<file path="src/rtl/bip_control.sv">
// ---------------------------------------------------------------------------
// bip_control
//
// Sequencer/decoder for the accumulator-based processor. It walks a
// FETCH/EXEC(/MEMWAIT) loop over program memory and drives the accumulator
// datapath and the data-memory strobes that sit downstream of it.
//
// Every output comes straight from a flop. Each *_d value is therefore
// computed one cycle ahead of the state it belongs to. For example, the
// EXEC-cycle strobes are decoded from instr_i during FETCH, so they are
// already high for the whole EXEC cycle.
//
// Ports
//   clk_i        system clock, rising edge
//   rst_ni       asynchronous active-low reset
//   start_i      level; only sampled in IDLE
//   instr_i      program memory data, sampled at the end of FETCH
//   pc_addr_o    program memory address
//   operand_o    instr[10:0] of the current instruction; data memory address
//   imm_o        operand sign-extended to DB bits
//   sel_a_o      accumulator input mux: 0=ram data, 1=imm, 2=ALU result
//   sel_b_o      ALU B mux: 0=ram data, 1=imm
//   alu_op_o     0=add, 1=sub
//   wr_acc_o     accumulator load strobe (1 clk)
//   clear_acc_o  accumulator clear strobe (1 clk, first FETCH after IDLE)
//   rd_ram_o     data memory read strobe
//   wr_ram_o     data memory write strobe (stores acc)
//   halted_o     high while in HALT
//   cyc_count_o  saturating count of clocks spent in FETCH/EXEC/MEMWAIT
// ---------------------------------------------------------------------------
module bip_control #(
    parameter int unsigned PC_W  = 11,
    parameter int unsigned DB    = 16,
    parameter int unsigned CNT_W = 16
) (
    input  logic             clk_i,
    input  logic             rst_ni,
    input  logic             start_i,
    input  logic [15:0]      instr_i,
    output logic [PC_W-1:0]  pc_addr_o,
    output logic [PC_W-1:0]  operand_o,
    output logic [DB-1:0]    imm_o,
    output logic [1:0]       sel_a_o,
    output logic             sel_b_o,
    output logic             alu_op_o,
    output logic             wr_acc_o,
    output logic             clear_acc_o,
    output logic             rd_ram_o,
    output logic             wr_ram_o,
    output logic             halted_o,
    output logic [CNT_W-1:0] cyc_count_o
);

    typedef enum logic [2:0] {
        StIdle,
        StFetch,
        StExec,
        StMemWait,
        StHalt
    } state_e;

    localparam logic [4:0] OpHlt  = 5'b00000;
    localparam logic [4:0] OpSto  = 5'b00001;
    localparam logic [4:0] OpLd   = 5'b00010;
    localparam logic [4:0] OpLdi  = 5'b00011;
    localparam logic [4:0] OpAdd  = 5'b00100;
    localparam logic [4:0] OpAddi = 5'b00101;
    localparam logic [4:0] OpSub  = 5'b00110;
    localparam logic [4:0] OpSubi = 5'b00111;

    localparam logic [1:0] SelRam = 2'd0;
    localparam logic [1:0] SelImm = 2'd1;
    localparam logic [1:0] SelAlu = 2'd2;

    state_e           state_q, state_d;
    logic [PC_W-1:0]  pc_q, pc_d;
    logic [4:0]       op_q, op_d;
    logic [PC_W-1:0]  operand_q, operand_d;
    logic [1:0]       sel_a_q, sel_a_d;
    logic             sel_b_q, sel_b_d;
    logic             alu_op_q, alu_op_d;
    logic             wr_acc_q, wr_acc_d;
    logic             clear_acc_q, clear_acc_d;
    logic             rd_ram_q, rd_ram_d;
    logic             wr_ram_q, wr_ram_d;
    logic             halted_q, halted_d;
    logic [CNT_W-1:0] cyc_q, cyc_d;

    logic             op_is_mem;
    logic             fetch_is_mem;
    logic             active;

    // Memory-operand instructions take the extra MEMWAIT cycle.
    assign op_is_mem    = (op_q == OpLd) || (op_q == OpAdd) || (op_q == OpSub);
    assign fetch_is_mem = (instr_i[15:11] == OpLd) || (instr_i[15:11] == OpAdd) ||
                          (instr_i[15:11] == OpSub);
    assign active       = (state_q == StFetch) || (state_q == StExec) ||
                          (state_q == StMemWait);

    // -----------------------------------------------------------------------
    // State register
    // -----------------------------------------------------------------------
    always_ff @(posedge clk_i or negedge rst_ni) begin
        if (!rst_ni) begin
            state_q <= StIdle;
        end else begin
            state_q <= state_d;
        end
    end

    // -----------------------------------------------------------------------
    // Next-state logic
    // -----------------------------------------------------------------------
    always_comb begin
        state_d = state_q;
        unique case (state_q)
            StIdle: begin
                if (start_i) begin
                    state_d = StFetch;
                end
            end
            StFetch: begin
                state_d = StExec;
            end
            StExec: begin
                if (op_q == OpHlt) begin
                    state_d = StHalt;
                end else if (op_is_mem) begin
                    state_d = StMemWait;
                end else begin
                    state_d = StFetch;
                end
            end
            StMemWait: begin
                state_d = StFetch;
            end
            StHalt: begin
                state_d = StHalt;
            end
            default: begin
                state_d = StIdle;
            end
        endcase
    end

    // -----------------------------------------------------------------------
    // Output logic: next values of the registered outputs
    // -----------------------------------------------------------------------
    always_comb begin
        // Strobes default low; mux selects and alu_op hold their last value.
        pc_d        = pc_q;
        op_d        = op_q;
        operand_d   = operand_q;
        sel_a_d     = sel_a_q;
        sel_b_d     = sel_b_q;
        alu_op_d    = alu_op_q;
        wr_acc_d    = 1'b0;
        clear_acc_d = 1'b0;
        rd_ram_d    = 1'b0;
        wr_ram_d    = 1'b0;
        halted_d    = (state_d == StHalt);

        unique case (state_q)
            StIdle: begin
                clear_acc_d = start_i;
            end
            StFetch: begin
                // Latch the instruction and set up the EXEC-cycle outputs.
                op_d      = instr_i[15:11];
                operand_d = instr_i[PC_W-1:0];
                unique case (instr_i[15:11])
                    OpLdi: begin
                        wr_acc_d = 1'b1;
                        sel_a_d  = SelImm;
                        sel_b_d  = 1'b1;
                        alu_op_d = 1'b0;
                    end
                    OpAddi: begin
                        wr_acc_d = 1'b1;
                        sel_a_d  = SelAlu;
                        sel_b_d  = 1'b1;
                        alu_op_d = 1'b0;
                    end
                    OpSubi: begin
                        wr_acc_d = 1'b1;
                        sel_a_d  = SelAlu;
                        sel_b_d  = 1'b1;
                        alu_op_d = 1'b1;
                    end
                    OpSto: begin
                        wr_ram_d = 1'b1;
                    end
                    default: begin
                        rd_ram_d = fetch_is_mem;
                    end
                endcase
            end
            StExec: begin
                if (op_is_mem) begin
                    // Set up the MEMWAIT-cycle accumulator load from ram data.
                    wr_acc_d = 1'b1;
                    sel_a_d  = (op_q == OpLd) ? SelRam : SelAlu;
                    sel_b_d  = 1'b0;
                    if (op_q != OpLd) begin
                        alu_op_d = (op_q == OpSub);
                    end
                end else if (op_q != OpHlt) begin
                    pc_d = pc_q + PC_W'(1);
                end
            end
            StMemWait: begin
                pc_d = pc_q + PC_W'(1);
            end
            default: begin
            end
        endcase
    end

    // Saturating cycle counter, frozen outside the active states.
    always_comb begin
        cyc_d = cyc_q;
        if (active && (cyc_q != {CNT_W{1'b1}})) begin
            cyc_d = cyc_q + CNT_W'(1);
        end
    end

    // -----------------------------------------------------------------------
    // Output / datapath registers
    // -----------------------------------------------------------------------
    always_ff @(posedge clk_i or negedge rst_ni) begin
        if (!rst_ni) begin
            pc_q        <= '0;
            op_q        <= OpHlt;
            operand_q   <= '0;
            sel_a_q     <= SelRam;
            sel_b_q     <= 1'b0;
            alu_op_q    <= 1'b0;
            wr_acc_q    <= 1'b0;
            clear_acc_q <= 1'b0;
            rd_ram_q    <= 1'b0;
            wr_ram_q    <= 1'b0;
            halted_q    <= 1'b0;
            cyc_q       <= '0;
        end else begin
            pc_q        <= pc_d;
            op_q        <= op_d;
            operand_q   <= operand_d;
            sel_a_q     <= sel_a_d;
            sel_b_q     <= sel_b_d;
            alu_op_q    <= alu_op_d;
            wr_acc_q    <= wr_acc_d;
            clear_acc_q <= clear_acc_d;
            rd_ram_q    <= rd_ram_d;
            wr_ram_q    <= wr_ram_d;
            halted_q    <= halted_d;
            cyc_q       <= cyc_d;
        end
    end

    assign pc_addr_o   = pc_q;
    assign operand_o   = operand_q;
    assign imm_o       = {{(DB - PC_W){operand_q[PC_W-1]}}, operand_q};
    assign sel_a_o     = sel_a_q;
    assign sel_b_o     = sel_b_q;
    assign alu_op_o    = alu_op_q;
    assign wr_acc_o    = wr_acc_q;
    assign clear_acc_o = clear_acc_q;
    assign rd_ram_o    = rd_ram_q;
    assign wr_ram_o    = wr_ram_q;
    assign halted_o    = halted_q;
    assign cyc_count_o = cyc_q;

endmodule

</file>
<file path="config.mk">
export PLATFORM = sky130hd
export DESIGN_NAME = bip_control
export DESIGN_NICKNAME = d
export VERILOG_FILES = /design/src/rtl/bip_control.sv
export SDC_FILE = /design/constraint.sdc
export NUM_CORES = 1
export LEC_CHECK = 0
export CAP_MARGIN = 20
export CORE_MARGIN = 2
export CORE_UTILIZATION = 30
export DETAILED_ROUTE_END_ITERATION = 7
export DONT_BUFFER_PORTS = 1
export PLACE_DENSITY = 0.4
export SLEW_MARGIN = 10
export SYNTH_ARGS = -nofsm -noshare
export SYNTH_HDL_FRONTEND = slang
export SYNTH_SLANG_ARGS = --single-unit
export TNS_END_PERCENT = 50
</file>
<file path="constraint.sdc">
create_clock -name clk_i -period 2.1 [get_ports clk_i]
set_clock_uncertainty 0.2 [all_clocks]
set_input_delay 0.42 -clock clk_i [delete_from_list [all_inputs] [get_ports clk_i]]
set_output_delay 0.42 -clock clk_i [all_outputs]
set_load 0.02 [all_outputs]
</file>
==> results of run 1 <==
==> power by group <==
| group | switching (W) | leakage [nW] | total [W] | internal, W |
|---|---|---|---|---|
| logic | 0.000777 | 0.539 | 0.00141 | 0.000630 |
| clock network | 0.000351 | 0.0654 | 0.000828 | 0.000477 |
| registers | 0.000695 | 0.698 | 0.00210 | 0.00141 |
==> critical path, delay by kind of cell, from the launching register on <==
family / cells / cell delay (ns)
DFF: 1 / 0.46
and+or+nand+nor: 2 / 0.72
AOI/OAI and AO/OA: 2 / 0.39
==> stage by stage <==
stage / setup WS [ns] / hold slack [ns] / utilization [%] / std cells / total power (W)
after floorplan: 0.104 / -0.0756 / - / 221 / 0.00333
after global routing: 0.128 / 0.0306 / 35.2 / 337 / 0.00463
final: 0.219 / 0.0271 / 35.2 / 337 / 0.00434
after global placement: 0.265 / -0.0729 / 32.7 / 324 / 0.00354
after detailed placement: 0.215 / -0.0729 / 32.7 / 324 / 0.00353
after CTS: 0.198 / 0.0225 / 35.2 / 337 / 0.00441
==> final cells by class <==
| type | count | share of cell area (%) |
|---|---|---|
| tap | 105 | 4.50 |
| inverter | 4 | 0.515 |
| timing repair buffer | 24 | 7.20 |
| clock inverter | 2 | 2.06 |
| clock buffer | 6 | 2.49 |
| sequential | 55 | 47.2 |
| multi-input combinational | 141 | 36.1 |
==> worst max path at each step <==
stage	endpoint	from	depth (start not counted)	slack (ns)
floorplan	cyc_count_o[1]$_DFFE_PN0P_	cyc_count_o[0]$_DFFE_PN0P_	5	0.10
global placement	sel_a_o[0]$_DFFE_PN0P_	state_q[0]$_DFF_PN0_	4	0.26
detailed placement	sel_a_o[0]$_DFFE_PN0P_	state_q[0]$_DFF_PN0_	4	0.21
CTS	sel_a_o[0]$_DFFE_PN0P_	state_q[0]$_DFF_PN0_	4	0.20
global route	sel_a_o[0]$_DFFE_PN0P_	state_q[0]$_DFF_PN0_	4	0.13
finish	sel_a_o[0]$_DFFE_PN0P_	state_q[0]$_DFF_PN0_	4	0.22
==> flip-flops by register name (all words and copies together), names as in the netlist <==
signal       count
cyc_count_o     16
halted_o         1
op_q             5
clear_acc_o      1
pc_addr_o       11
alu_op_o         1
rd_ram_o         1
sel_a_o          2
wr_ram_o         1
sel_b_o          1
wr_acc_o         1
operand_o       11
state_q          3
==> cells in the final DEF (no fill, tap or decap), types with 2 or more instances in the layout <==
cell type,count
clkbuf_8,5
ha_1,2
nor4b_1,3
buf_4,19
xnor2_1,9
nor2_1,12
mux2_2,18
nand3_1,8
o21bai_1,2
inv_1,4
nand4_1,10
bufinv_16,2
nor3_1,5
a21oi_1,5
a22o_1,2
xor2_1,14
and4_1,3
o21ai_0,3
o2bb2ai_1,2
nand2b_1,2
dlygate4sd3_1,4
dfrtp_1,55
and3_1,3
nand2_1,15
nand4b_1,2
a211oi_1,5
==> repair_timing <==
action,in CTS,in global routing
endpoints found under the hold margin,57,0
hold buffers,5,0
buffers inserted,0,0
==> layer usage <==
layer | GRT usage [%] | part of all wire [%]
met1 | 15.9 | 48
met2 | 17.4 | 43
met3 | 4.75 | 8.6
met4 | 2.93 | 0.55
met5 | 0 | 0
==> cells by family (layout without fill, tap and decap cells) <==
family / after synthesis / in the layout / synth area share, %
AOI/OAI and AO/OA: 24 / 24 / 6.69
xor gates and xnor gates: 23 / 23 / 7.74
adders and majority gates: 2 / 2 / 0.962
buffers and inverters: 25 / 36 / 6.64
DFF: 55 / 55 / 52.9
muxes: 19 / 19 / 8.37
and+or+nand+nor: 73 / 73 / 16.7
==> summary.md, run 1 <==
| Metric | Value |
|---|---|
| Rel. slew slack | `74.8%` |
| # setup viols final | `0` |
| Initial core utilization | `31.3%` |
| PostCTS Resize Cnt | `0` |
| Max Cap Viol | `0` |
| Reg-to-Reg Start | `state_q[0]$_DFF_PN0_` |
| Hold crit path type | `input port to flip-flop` |
| Max stage delay on crit path | `0.55 ns` |
| Via density per instance | `4.82` |
| Max clock buf depth | `2` |
| Post-DP HPWL | `3880 um` |
| Max FO, Critical Path | `7` |
| Fmax | `roughly 530 MHz` |
| First-pass GRT wire length | `approximately 9000 um` |
| Max IR drop VDD | `about 600 uV` |
| Least-Margin Pin Slew | `0.373 ns` |
| Clk Latency, worst-skew pair | `0.31 ns` |
| RSZ-0062 raised after global routing | `no` |
| Area contributors post-synth | `dfrtp_1, mux2_2, xor2_1, buf_4, xnor2_1` |
| Register Area | `1380 um^2` |
| P&R area growth vs syn | `12.2%` |
| Final Hold Viols | `0` |
| Clock period minus worst slack | `1.88 ns` |
| Seq/Total Area, Yosys | `52.9%` |
| Core Rows | `33` |
| TritonCTS clock tree | `yes` |
| Residual DRC | `0` |
| Sink Count | `55` |
| Cells on worst reg2reg path | `4` |
| Post-synth top cells | `dfrtp_1, mux2_2, buf_4` |
| Worst Setup Start Kind | `flip-flop` |
| RR Endpoint | `sel_a_o[0]$_DFFE_PN0P_` |
| Tcrit/Tclk final | `between 80% and 90%` |
| Vias in the first global route | `1704` |
| Slowest CP cell | `or4_4` |
| Post-route ant nets | `0` |
| Vert. Die Dim | `97.1 um` |
| Syn Inst Count | `221` |
| Post-DR wirelength/cell | `16.1 um` |
| Initial antenna violation count | `0` |
| Grt ovf | `0` |
| Setup TNS | `0 ns` |
| DP Area | `2720 um^2` |
| EDFF count, synth | `0` |
| Nets | `252` |
| FFs w/ async S/R, synth | `100%` |
| Ports | `82` |
| Max Slew Vio Count | `0` |
| Final wirelength | `about 5400 um` |
| DIE AREA | `about 9400 um^2` |
| Flops & latches, synth | `55` |
| Status | `finished clean` |
| CP Capture Type | `flip-flop` |
| Post-route cell area | `slightly below 3000 um^2` |
| PD cells | `1490 nW/um^2` |
| Area of the multi-input gates | `1050 um^2` |
| Clock Pin Slew Worst Setup and Hold Paths | `approximately 0.10 ns` |
| Cell-by-cell trace of the critical path | `or4_4 > nor2_4 > o21ai_1 > a31o_2` |
| Top-count cell post-synth | `dfrtp_1` |
| Largest net degree at the start of global routing | `56` |
| Hold path depth | `2` |
| Primary FF master, synth | `dfrtp_1` |
| Count of cell types in the netlist | `a little over 40` |
| Setup slack, reg-to-reg | `approximately 0.22 ns` |
| H-tree depth | `2` |
| Synth top area share | `52.9%` |
| Hold Path Sink | `op_q[2]$_DFFE_PN0N_` |
| Pre-Repair DR Iteration Count | `4` |
| Req. time, crit path | `around 2.1 ns` |
| Synth warn | `0` |
| GRT Total Usage | `11.7%` |
| Vias | `1625` |
| Crit path DAT | `about 1.9 ns` |
| CTS Buf Count | `5` |
| Root Driver | `clkbuf_8` |
| Largest area contributor in the netlist | `dfrtp_1` |
| Fillers | `846` |
| Core ar. | `8300 um^2` |
| Worst Hold Launch | `instr_i[13]` |
| Width of the die | `97.1 um` |
| Leakage power | `1.30 nW` |
| Layout cell share with drive strength beyond 1 | `between 20 and 25%` |
| 1st-iter DRT viols | `100` |
| Synthesized net count | `approximately 240` |
| Cell Area, Synth | `~2600 um^2` |
| CP Class | `flip-flop to flip-flop` |
| Syn avg cell area | `11.8 um^2` |
| Port buffer count | `0` |
| Routability cong. | `0.724` |
| Antenna cells | `0` |
Note: power is estimated with default switching activity, not from simulation.
==> run 2: changes to the inputs <==
- CTS_BUF_LIST: default -> sky130_fd_sc_hd__clkbuf_8 sky130_fd_sc_hd__clkbuf_16
==> summary.md, run 2 (same netlist as run 1, synthesis figures left out) <==
| Metric | Value |
|---|---|
| Status | `finished clean` |
| Net switching power | `0.00182 W` |
| Worst Setup Start Kind | `flip-flop` |
| Post-DR wirelength/cell | `16.1 um` |
| Commonest non-fill, non-tap cell in the layout | `dfrtp_1` |
| Rel. slew slack | `74.8%` |
| Worst Hold Launch | `instr_i[13]` |
| CP Class | `flip-flop to flip-flop` |
| Antenna cells | `0` |
| Max Cap Viol | `0` |
| Net Sw Frac | `42.1%` |
| Hold Path Sink | `op_q[2]$_DFFE_PN0N_` |
| Final wirelength | `about 5400 um` |
| Sink Count | `55` |
| Hold path depth | `2` |
| RSZ-0062 raised after global routing | `no` |
| Post-route ant nets | `0` |
| Pre-Repair DR Iteration Count | `4` |
| Max IR drop VDD | `590 uV` |
| PD cells | `1490 nW/um^2` |
| Final Hold Viols | `0` |
| Combinational fraction of design power | `between 30% and 40%` |
| GRT Total Usage | `11.7%` |
| DP Area | `2720 um^2` |
| Root Driver | `clkbuf_8` |
| Crit path DAT | `1.89 ns` |
| RR Endpoint | `sel_a_o[0]$_DFFE_PN0P_` |
| 1st-iter DRT viols | `98` |
| Grt ovf | `0` |
| Fmax | `between 500 and 600 MHz` |
| Hold crit path type | `input port to flip-flop` |
| CP Capture Type | `flip-flop` |
| Non-Filler Instances | `337` |
| Max reg flops | `16` |
| Core ar. | `8300 um^2` |
| Layout cell share with drive strength beyond 1 | `24.1%` |
| Reg-to-Reg Start | `state_q[0]$_DFF_PN0_` |
| TritonCTS clock tree | `yes` |
| Initial core utilization | `31.3%` |
| Setup TNS | `0 ns` |
| Vias | `1626` |
| Routability cong. | `approximately 0.72` |
| Largest net degree at the start of global routing | `56` |
| Vias in the first global route | `1704` |
| Post-DP HPWL | `around 3900 um` |
| Max clock buf depth | `2` |
| Clock period minus worst slack | `1.88 ns` |
| CTS Buf Count | `5` |
| Req. time, crit path | `2.11 ns` |
| Initial antenna violation count | `0` |
| Width of the die | `between 90 and 100 um` |
| DIE AREA | `about 9400 um^2` |
| Nets | `252` |
| Inst Count DP | `324` |
| Clk Latency, worst-skew pair | `0.31 ns` |
| Clock share of power | `between 10% and 20%` |
| Clock Pin Slew Worst Setup and Hold Paths | `~0.1 ns` |
| Seq pwr share | `48.5%` |
| Vert. Die Dim | `97.1 um` |
| H-tree depth | `2` |
| Setup slack, reg-to-reg | `0.22 ns` |
| Post-route cell area | `approximately 2900 um^2` |
| Cells on worst reg2reg path | `4` |
| P&R area growth vs syn | `12.2%` |
| Tcrit/Tclk final | `89.5%` |
| Least-Margin Pin Slew | `0.373 ns` |
| Core Rows | `33` |
| Internal power | `0.00251 W` |
| # setup viols final | `0` |
| Max Slew Vio Count | `0` |
| Max FO, Critical Path | `7` |
| Most frequent cells in the layout | `dfrtp_1, buf_4, mux2_2, nand2_1, xor2_1` |
| Port buffer count | `0` |
| Leakage power | `1.31 nW` |
| First-pass GRT wire length | `8980 um` |
| Tot Pwr | `0.00433 W` |
| CP startpoint | `state_q[0]$_DFF_PN0_` |
| Via density per instance | `4.82` |
| Ports | `82` |
| Residual DRC | `0` |
[run 2: cell types whose count changed in the layout (fill, tap and decap cells not counted), sizes merged]
cell and change:
inv +1, clkbuf -1
[run 2: worst max path at each step]
stage / endpoint / depth (start not counted) / slack (ns)
after detailed placement: sel_a_o[0]$_DFFE_PN0P_ / 4 / 0.21
final: sel_a_o[0]$_DFFE_PN0P_ / 4 / 0.22
after CTS: sel_a_o[0]$_DFFE_PN0P_ / 4 / 0.20
after global placement: sel_a_o[0]$_DFFE_PN0P_ / 4 / 0.26
after global routing: sel_a_o[0]$_DFFE_PN0P_ / 4 / 0.13
after floorplan: cyc_count_o[1]$_DFFE_PN0P_ / 5 / 0.10
[run 2: final cells by class]
class	instances	area, um^2
fillers	846	5380
inverters	4	15.0
repair buffers	24	210
clock buffers	5	68.8
clock inverters	3	63.8
well taps	105	131
multi-input cells	141	1050
flip-flops and latches	55	1380
[run 2: metal layers]
| metal | GRT usage, % | up-vias | part of all wire, % |
|---|---|---|---|
| met5 | 0 | - | 0 |
| met4 | 2.93 | 0 | 0.61 |
| met3 | 4.75 | 2 | 8.5 |
| met2 | 17.4 | 54 | 43 |
| met1 | 15.9 | 781 | 48 |
| li1 | - | 789 | - |
[run 2: through the flow]
stage | hold WS (ns) | util, % | setup slack, ns
floorplan | -0.0756 | - | 0.104
global placement | -0.0729 | 32.7 | 0.265
detailed placement | -0.0729 | 32.7 | 0.215
CTS | 0.0222 | 35.2 | 0.198
global route | 0.0301 | 35.2 | 0.128
finish | 0.0267 | 35.2 | 0.221
[run 2: power groups by stage]
stage	logic [W]	clock network, W	registers, W
after floorplan	0.00125	0	0.00208
after global placement	0.00140	0	0.00214
after detailed placement	0.00140	0	0.00213
after CTS	0.00144	0.000853	0.00211
after global routing	0.00156	0.000896	0.00217
final	0.00141	0.000823	0.00210
[run 2: timing repair]
item                                   4_1_cts  5_1_grt
resized for setup                            0        0
buffers inserted                             0        0
endpoints found under the hold margin       57        0
hold buffers                                 5        0
[run 2: critical path: stages (launching register included)]
cell	delay, ns
dfrtp_1	0.46
or4_4	0.55
nor2_4	0.17
o21ai_1	0.14
a31o_2	0.25
